**src/rtl/uart_ctrl.sv**
```systemverilog
// uart_ctrl: 8N1 UART framing controller. Receives a start byte (8'hBB), a header and a
// message body, then hands header/body downstream with a valid/ready handshake. Serializes
// a processed message back to the host with the same framing.
// Optional build macro: UART_DEBUG_EN exposes FSM states and byte counters on debug.
module uart_ctrl #(
  parameter int unsigned MESSAGE_SIZE = 128,
  parameter int unsigned HEADER_SIZE  = 32,
  parameter int unsigned BAUD_RATE    = 3_000_000,
  parameter int unsigned CLK_FREQ     = 100_000_000
) (
  input  logic                    clk_in,
  input  logic                    rst_in,
  input  logic                    ext_tx_valid_in,
  output logic                    ext_tx_ready_out,
  output logic                    ext_rx_valid_out,
  input  logic                    ext_rx_ready_in,
  input  logic [MESSAGE_SIZE-1:0] tx_encrypted_in,
  input  logic [MESSAGE_SIZE-1:0] tx_decrypted_in,
  input  logic [HEADER_SIZE-1:0]  tx_header_in,
  input  logic [1:0]              tx_mode_in,
  output logic [MESSAGE_SIZE-1:0] rx_message_out,
  output logic [HEADER_SIZE-1:0]  rx_header_out,
  input  logic                    uart_rx_in,
  output logic                    uart_tx_out,
  output logic [13:0]             debug
);

  localparam int unsigned CPB    = CLK_FREQ / BAUD_RATE;
  localparam int unsigned HB     = HEADER_SIZE / 8;
  localparam int unsigned MB     = MESSAGE_SIZE / 8;
  localparam int unsigned TX_SRW = HEADER_SIZE + 2 * MESSAGE_SIZE;

  localparam logic [15:0] CPB_LAST  = 16'(CPB - 1);
  localparam logic [15:0] HALF_LAST = 16'(CPB / 2 - 1);
  localparam logic [7:0]  HB_LAST   = 8'(HB - 1);
  localparam logic [7:0]  MB_LAST   = 8'(MB - 1);
  localparam logic [7:0]  START_BYTE = 8'hBB;

  // RX byte engine states
  localparam logic [1:0] BE_IDLE  = 2'd0;
  localparam logic [1:0] BE_START = 2'd1;
  localparam logic [1:0] BE_DATA  = 2'd2;
  localparam logic [1:0] BE_STOP  = 2'd3;

  // RX packet FSM states
  localparam logic [1:0] RX_HUNT    = 2'd0;
  localparam logic [1:0] RX_HDR     = 2'd1;
  localparam logic [1:0] RX_BODY    = 2'd2;
  localparam logic [1:0] RX_DELIVER = 2'd3;

  // TX FSM states
  localparam logic [1:0] TX_IDLE = 2'd0;
  localparam logic [1:0] TX_SEND = 2'd1;

  logic                    r_rx_meta, r_rx_sync, r_rx_prev;
  logic [1:0]              r_be_state;
  logic [15:0]             r_be_cnt;
  logic [2:0]              r_be_bit;
  logic [7:0]              r_be_shift;
  logic                    r_bv, r_ferr;
  logic [7:0]              r_byte;

  logic [1:0]              r_rx_state;
  logic [7:0]              r_rx_cnt;
  logic [HEADER_SIZE-1:0]  r_hdr_sr, r_hdr_out;
  logic [MESSAGE_SIZE-1:0] r_body_sr, r_msg_out;
  logic                    r_rx_pend, r_rx_valid;

  logic [1:0]              r_tx_state;
  logic [15:0]             r_tx_cnt;
  logic [3:0]              r_tx_bit;
  logic [9:0]              r_tx_frame;
  logic [TX_SRW-1:0]       r_tx_sr;
  logic [7:0]              r_tx_idx, r_tx_last;
  logic [MESSAGE_SIZE-1:0] w_first_body;

  // Two-flop synchronizer plus one delay stage for falling-edge detection
  always_ff @(posedge clk_in or negedge rst_in) begin
    if (!rst_in) begin
      r_rx_meta <= 1'b1;
      r_rx_sync <= 1'b1;
      r_rx_prev <= 1'b1;
    end else begin
      r_rx_meta <= uart_rx_in;
      r_rx_sync <= r_rx_meta;
      r_rx_prev <= r_rx_sync;
    end
  end

  // RX byte engine: half-bit start recheck, then one sample per bit period
  always_ff @(posedge clk_in or negedge rst_in) begin
    if (!rst_in) begin
      r_be_state <= BE_IDLE;
      r_be_cnt   <= '0;
      r_be_bit   <= '0;
      r_be_shift <= '0;
      r_bv       <= 1'b0;
      r_ferr     <= 1'b0;
      r_byte     <= '0;
    end else begin
      r_bv   <= 1'b0;
      r_ferr <= 1'b0;
      case (r_be_state)
        BE_IDLE: begin
          if (r_rx_prev && !r_rx_sync) begin
            r_be_state <= BE_START;
            r_be_cnt   <= '0;
          end
        end
        BE_START: begin
          if (r_be_cnt == HALF_LAST) begin
            r_be_cnt   <= '0;
            r_be_bit   <= '0;
            r_be_state <= r_rx_sync ? BE_IDLE : BE_DATA;
          end else begin
            r_be_cnt <= r_be_cnt + 16'd1;
          end
        end
        BE_DATA: begin
          if (r_be_cnt == CPB_LAST) begin
            r_be_cnt   <= '0;
            r_be_shift <= {r_rx_sync, r_be_shift[7:1]};
            r_be_bit   <= r_be_bit + 3'd1;
            if (r_be_bit == 3'd7) r_be_state <= BE_STOP;
          end else begin
            r_be_cnt <= r_be_cnt + 16'd1;
          end
        end
        default: begin
          if (r_be_cnt == CPB_LAST) begin
            r_be_cnt   <= '0;
            r_be_state <= BE_IDLE;
            r_bv       <= r_rx_sync;
            r_ferr     <= !r_rx_sync;
            r_byte     <= r_be_shift;
          end else begin
            r_be_cnt <= r_be_cnt + 16'd1;
          end
        end
      endcase
    end
  end

  // RX packet FSM; a pending delivery survives a new start byte arriving in DELIVER
  always_ff @(posedge clk_in or negedge rst_in) begin
    if (!rst_in) begin
      r_rx_state <= RX_HUNT;
      r_rx_cnt   <= '0;
      r_hdr_sr   <= '0;
      r_body_sr  <= '0;
      r_hdr_out  <= '0;
      r_msg_out  <= '0;
      r_rx_pend  <= 1'b0;
      r_rx_valid <= 1'b0;
    end else begin
      r_rx_valid <= r_rx_pend && ext_rx_ready_in;
      if (r_rx_pend && ext_rx_ready_in) r_rx_pend <= 1'b0;
      case (r_rx_state)
        RX_HUNT: begin
          if (r_bv && r_byte == START_BYTE) begin
            r_rx_state <= RX_HDR;
            r_rx_cnt   <= '0;
          end
        end
        RX_HDR: begin
          if (r_ferr) begin
            r_rx_state <= RX_HUNT;
          end else if (r_bv) begin
            r_hdr_sr <= {r_byte, r_hdr_sr[HEADER_SIZE-1:8]};
            if (r_rx_cnt == HB_LAST) begin
              r_rx_state <= RX_BODY;
              r_rx_cnt   <= '0;
            end else begin
              r_rx_cnt <= r_rx_cnt + 8'd1;
            end
          end
        end
        RX_BODY: begin
          if (r_ferr) begin
            r_rx_state <= RX_HUNT;
          end else if (r_bv) begin
            r_body_sr <= {r_byte, r_body_sr[MESSAGE_SIZE-1:8]};
            if (r_rx_cnt == MB_LAST) begin
              r_rx_state <= RX_DELIVER;
              r_rx_cnt   <= '0;
              r_hdr_out  <= r_hdr_sr;
              r_msg_out  <= {r_byte, r_body_sr[MESSAGE_SIZE-1:8]};
              r_rx_pend  <= 1'b1;
            end else begin
              r_rx_cnt <= r_rx_cnt + 8'd1;
            end
          end
        end
        default: begin
          if (ext_rx_ready_in) begin
            r_rx_state <= RX_HUNT;
          end else if (r_bv && r_byte == START_BYTE) begin
            r_rx_state <= RX_HDR;
            r_rx_cnt   <= '0;
          end
        end
      endcase
    end
  end

  // Body placed first in the TX shift register depends on mode
  always_comb begin
    w_first_body = tx_encrypted_in;
    if (tx_mode_in == 2'b00) w_first_body = tx_decrypted_in;
  end

  // TX FSM: capture on valid, then stream start byte, header and body(s) back to back
  always_ff @(posedge clk_in or negedge rst_in) begin
    if (!rst_in) begin
      r_tx_state <= TX_IDLE;
      r_tx_cnt   <= '0;
      r_tx_bit   <= '0;
      r_tx_frame <= '1;
      r_tx_sr    <= '0;
      r_tx_idx   <= '0;
      r_tx_last  <= '0;
    end else if (r_tx_state == TX_IDLE) begin
      if (ext_tx_valid_in) begin
        r_tx_state <= TX_SEND;
        r_tx_sr    <= {tx_decrypted_in, w_first_body, tx_header_in};
        r_tx_last  <= tx_mode_in[1] ? 8'(HB + 2 * MB) : 8'(HB + MB);
        r_tx_frame <= {1'b1, START_BYTE, 1'b0};
        r_tx_cnt   <= '0;
        r_tx_bit   <= '0;
        r_tx_idx   <= '0;
      end
    end else if (r_tx_cnt == CPB_LAST) begin
      r_tx_cnt <= '0;
      if (r_tx_bit == 4'd9) begin
        if (r_tx_idx == r_tx_last) begin
          r_tx_state <= TX_IDLE;
        end else begin
          r_tx_idx   <= r_tx_idx + 8'd1;
          r_tx_bit   <= '0;
          r_tx_frame <= {1'b1, r_tx_sr[7:0], 1'b0};
          r_tx_sr    <= {8'h00, r_tx_sr[TX_SRW-1:8]};
        end
      end else begin
        r_tx_bit   <= r_tx_bit + 4'd1;
        r_tx_frame <= {1'b1, r_tx_frame[9:1]};
      end
    end else begin
      r_tx_cnt <= r_tx_cnt + 16'd1;
    end
  end

  assign uart_tx_out      = r_tx_frame[0];
  assign ext_tx_ready_out = (r_tx_state == TX_IDLE);
  assign ext_rx_valid_out = r_rx_valid;
  assign rx_header_out    = r_hdr_out;
  assign rx_message_out   = r_msg_out;

`ifdef UART_DEBUG_EN
  assign debug = {r_tx_idx[5:0], r_rx_cnt[3:0], r_tx_state, r_rx_state};
`else
  assign debug = '0;
`endif

endmodule

```
**config.mk**
```make
export PLATFORM = sky130hd
export DESIGN_NAME = uart_ctrl
export DESIGN_NICKNAME = d
export VERILOG_FILES = /design/src/rtl/uart_ctrl.sv
export SDC_FILE = /design/constraint.sdc
export NUM_CORES = 1
export LEC_CHECK = 0
export CAP_MARGIN = 20
export CORE_UTILIZATION = 44
export CTS_BUF_LIST = sky130_fd_sc_hd__clkbuf_8
export CTS_CLUSTER_SIZE = 24
export DETAILED_ROUTE_END_ITERATION = 10
export PLACE_DENSITY = 0.69
export SYNTH_ARGS = -nofsm -noshare
export SYNTH_HDL_FRONTEND = slang
export SYNTH_SLANG_ARGS = --single-unit
```
**constraint.sdc**
```tcl
create_clock -name clk_in -period 2.02 [get_ports clk_in]
set_input_delay 0.505 -clock clk_in [delete_from_list [all_inputs] [get_ports clk_in]]
set_output_delay 0.505 -clock clk_in [all_outputs]
set_load 0.1 [all_outputs]
```
==> flow_summary.ini <==
[floorplan]
io_pins = 472
dieArea_mm2 = 0.07629
coreArea_mm2 = 0.07445
die_x_um = 276.2
rows = 100
start_util_pct = 44.44
die_h_um = 276.2

[clock_tree]
cts_root_buf = clkbuf_8
cts_made_buffers = 113
htreeDepth = 3
clk_path_buf_depth = 3
clock_latency_ns = 0.75
clk_pin_slew_ns = 0.07
cts_num_sinks = 695
cts_tree = done

[sta]
clock_skew_ns = 0.05047
maxSlewViolCount = 0
relSlewSlack_pct = 49.44
finalWorstSetupSlack_ns = -0.2408
rsz0062_at_grt = true
post-route-period-util_pct = 111.9
hold_viol = 0
fmax_mhz = 442.3
setup_violations = 336
worst_slew_pin_slew_ns = 0.7505
worst_hold_slack_ns = 0.2083
period_minus_slack_ns = 2.261

[power_and_ir_drop]
leakagePower_uw = 0.02107
switching_power_uw = 13030
powerDensity_mw_per_mm2 = 1040
p_clk_share_pct = 30.6
p_seq_share_pct = 42.0
p_sw_share_pct = 28.85
intPower_uw = 32120
power.share.combinational_pct = 27.4
vdd_ir_drop_max_v = 0.0005043

[routing]
routedWlPerCell_um = 20.97
avgViaCountPerCell = 5.242
route.detailed.drc = 0
drt.antenna.violating_nets = 0
vias = 21540
first_iter_violations = 1154
first_pass_iters = 5
routed_wl_um = 86150

[logic_synthesis]
synth_ff_type = dfrtp_1
synth.ff_latch_count = 695
yosysUniqueCellTypes = 67
synth-async-reset-ratio_pct = 100.0
synth.cell_area_mm2 = 0.03309
synth.avg_cell_area_um2 = 13.92
yosysSeqAreaShare_pct = 52.61
synthCells = 2377
synth_edf_count = 0
ys.warnings.count = 0

[layout]
mostFrequentLayoutCells = dfrtp_1 (681), mux2_2 (386), clkdlybuf4s50_1 (293), mux2_4 (283), buf_4 (272)
area_growth_pct = 31.15
final_common_cell = dfrtp_1
num-nets-final = 3350
drive_gt1_share_pct = 42.15

[critical_path]
path_class = register to register
required_ns = 2.64
path_max_fanout = 24
crit_path_start_kind = register
endpoint_kind = register
crit_arrival_ns = 2.88

[run_status]
violations = negative setup slack
status = finished, violations left

[placed_design]
place_congestion = 0.8884
port-buffer-count = 457
place_ws_ns = -0.4335
place_hpwl_um = 60750

[global_routing]
globalRoute.totalOverflow = 0
first_global_vias = 22750
antenna_found_initial = 18
grt_max_degree = 121
groute.usage.overall_pct = 21.65
grt_pass1_wl_um = 129800

[run]
cap_violations = 0

[hold_path]
hold_class = input pin to register
## critical path, cell delays in order, from the launching register on
cell	delay (ns)
dfrtp_1	0.40
inv_2	0.07
ha_1	0.14
nor4b_4	0.23
nand4_4	0.17
nor2_8	0.16
o211a_4	0.25
buf_12	0.18
buf_12	0.22
mux2_4	0.32
## power by group through the flow
| stage | Sequential, µW | Clock (µW) | Combinational, µW |
|---|---|---|---|
| 2_1_floorplan | 18300 | 0 | 8360 |
| 3_3_place_gp | 19000 | 0 | 11500 |
| 3_5_place_dp | 19000 | 0 | 11900 |
| 4_1_cts | 18900 | 14200 | 12000 |
| 5_1_grt | 19200 | 14800 | 13400 |
| 6_report | 18900 | 13800 | 12400 |
## routing by layer
metal,up-vias,track usage [%],part of all wire [%]
li1,9846,-,-
met1,10960,27.65,43
met2,599,36.35,50
met3,117,4.741,5.1
met4,12,7.406,2.2
met5,-,0,0.10
## kinds of logic (layout without fill, tap and decap cells)
logic type	Yosys count	count (layout)	share of synthesized area, %
compound gates	240	240	4.205
xor+xnor	13	13	0.3441
fa+ha+maj	15	15	0.5673
buf+inv	180	914	4.020
flops	695	695	52.61
mux	909	909	33.47
other cells	1	26	0.01133
simple gates	324	327	4.769
## synthesized netlist by cell type, types with 8 or more instances
master / count / area [µm²]
a21o_1: 8 / 60.06
a21oi_1: 18 / 90.09
a22o_1: 16 / 140.1
a31oi_1: 17 / 106.4
and2_1: 9 / 56.30
buf_1: 12 / 45.04
buf_12: 30 / 600.6
buf_2: 9 / 45.04
buf_4: 14 / 105.1
buf_6: 12 / 135.1
clkbuf_1: 77 / 289.0
dfrtp_1: 683 / 17090
dfstp_2: 12 / 315.3
ha_1: 15 / 187.7
inv_1: 24 / 90.09
mux2_1: 111 / 1250
mux2_2: 388 / 4369
mux2_4: 270 / 4054
mux2i_1: 140 / 1401
nand2_1: 180 / 675.7
nand3_1: 21 / 105.1
nand4_1: 11 / 68.82
nor2_1: 35 / 131.4
nor3_1: 11 / 55.05
o21ai_0: 156 / 780.8
xor2_1: 9 / 78.83
## what timing repair did
item,CTS,global route
pin swaps,1,14
hold buffers,1,0
setup buffers,7,18
setup endpoints to repair,414,578
cloned,1,20
endpoints found under the hold margin,17,0
resized for setup,19,89
## flip-flops by register name, summed over array words and instances, names as in the netlist, 9 cells and up
register and cells:
r_tx_frame 9, r_body_sr 120, r_tx_sr 288, r_hdr_sr 32, r_be_cnt 16, rx_message_out 128, r_tx_cnt 16, rx_header_out 32
## path summary, 6_finish.rpt
kind	startpoint	endpoint	slack (ns)	cells past startpoint
max in group asynchronous	rst_in	r_body_sr[45]	0.80	3
min in group asynchronous	rst_in	r_body_sr[14]	0.34	2
worst max-delay path	r_tx_cnt[1]	r_tx_sr[217]	-0.24	9
worst min-delay path	uart_rx_in	r_rx_meta	0.21	1
worst max register to register	r_tx_cnt[1]	r_tx_sr[217]	-0.24	9
worst min register to register	r_rx_meta	r_rx_sync	0.36	0
## layout make-up
class | count | area, µm²
fill | 5746 | 31050
tap | 969 | 1212
multi-input combinational | 1518 | 14750
clock inverter | 57 | 603.1
inverter | 24 | 93.84
sequential | 695 | 17410
clock buffer | 145 | 1996
timing repair buffer | 688 | 7298
antenna | 12 | 30.03
## per-stage QoR
stage / std cells / setup TNS (ns) / cell area, µm² / utilization [%] / power [µW]
final: 4108 / -55.97 / 43390 / 58.29 / 45150
after global routing: 4104 / -82.39 / 43380 / 58.27 / 47420
after CTS: 4058 / -57.70 / 42490 / 57.07 / 45080
after detailed placement: 3847 / -88.59 / 39710 / 53.34 / 30910
after global placement: 3847 / -90.83 / 39710 / 53.34 / 30430
after floorplan: 2390 / -49.07 / 33150 / - / 26690
Power figures use the tool's default switching activity.
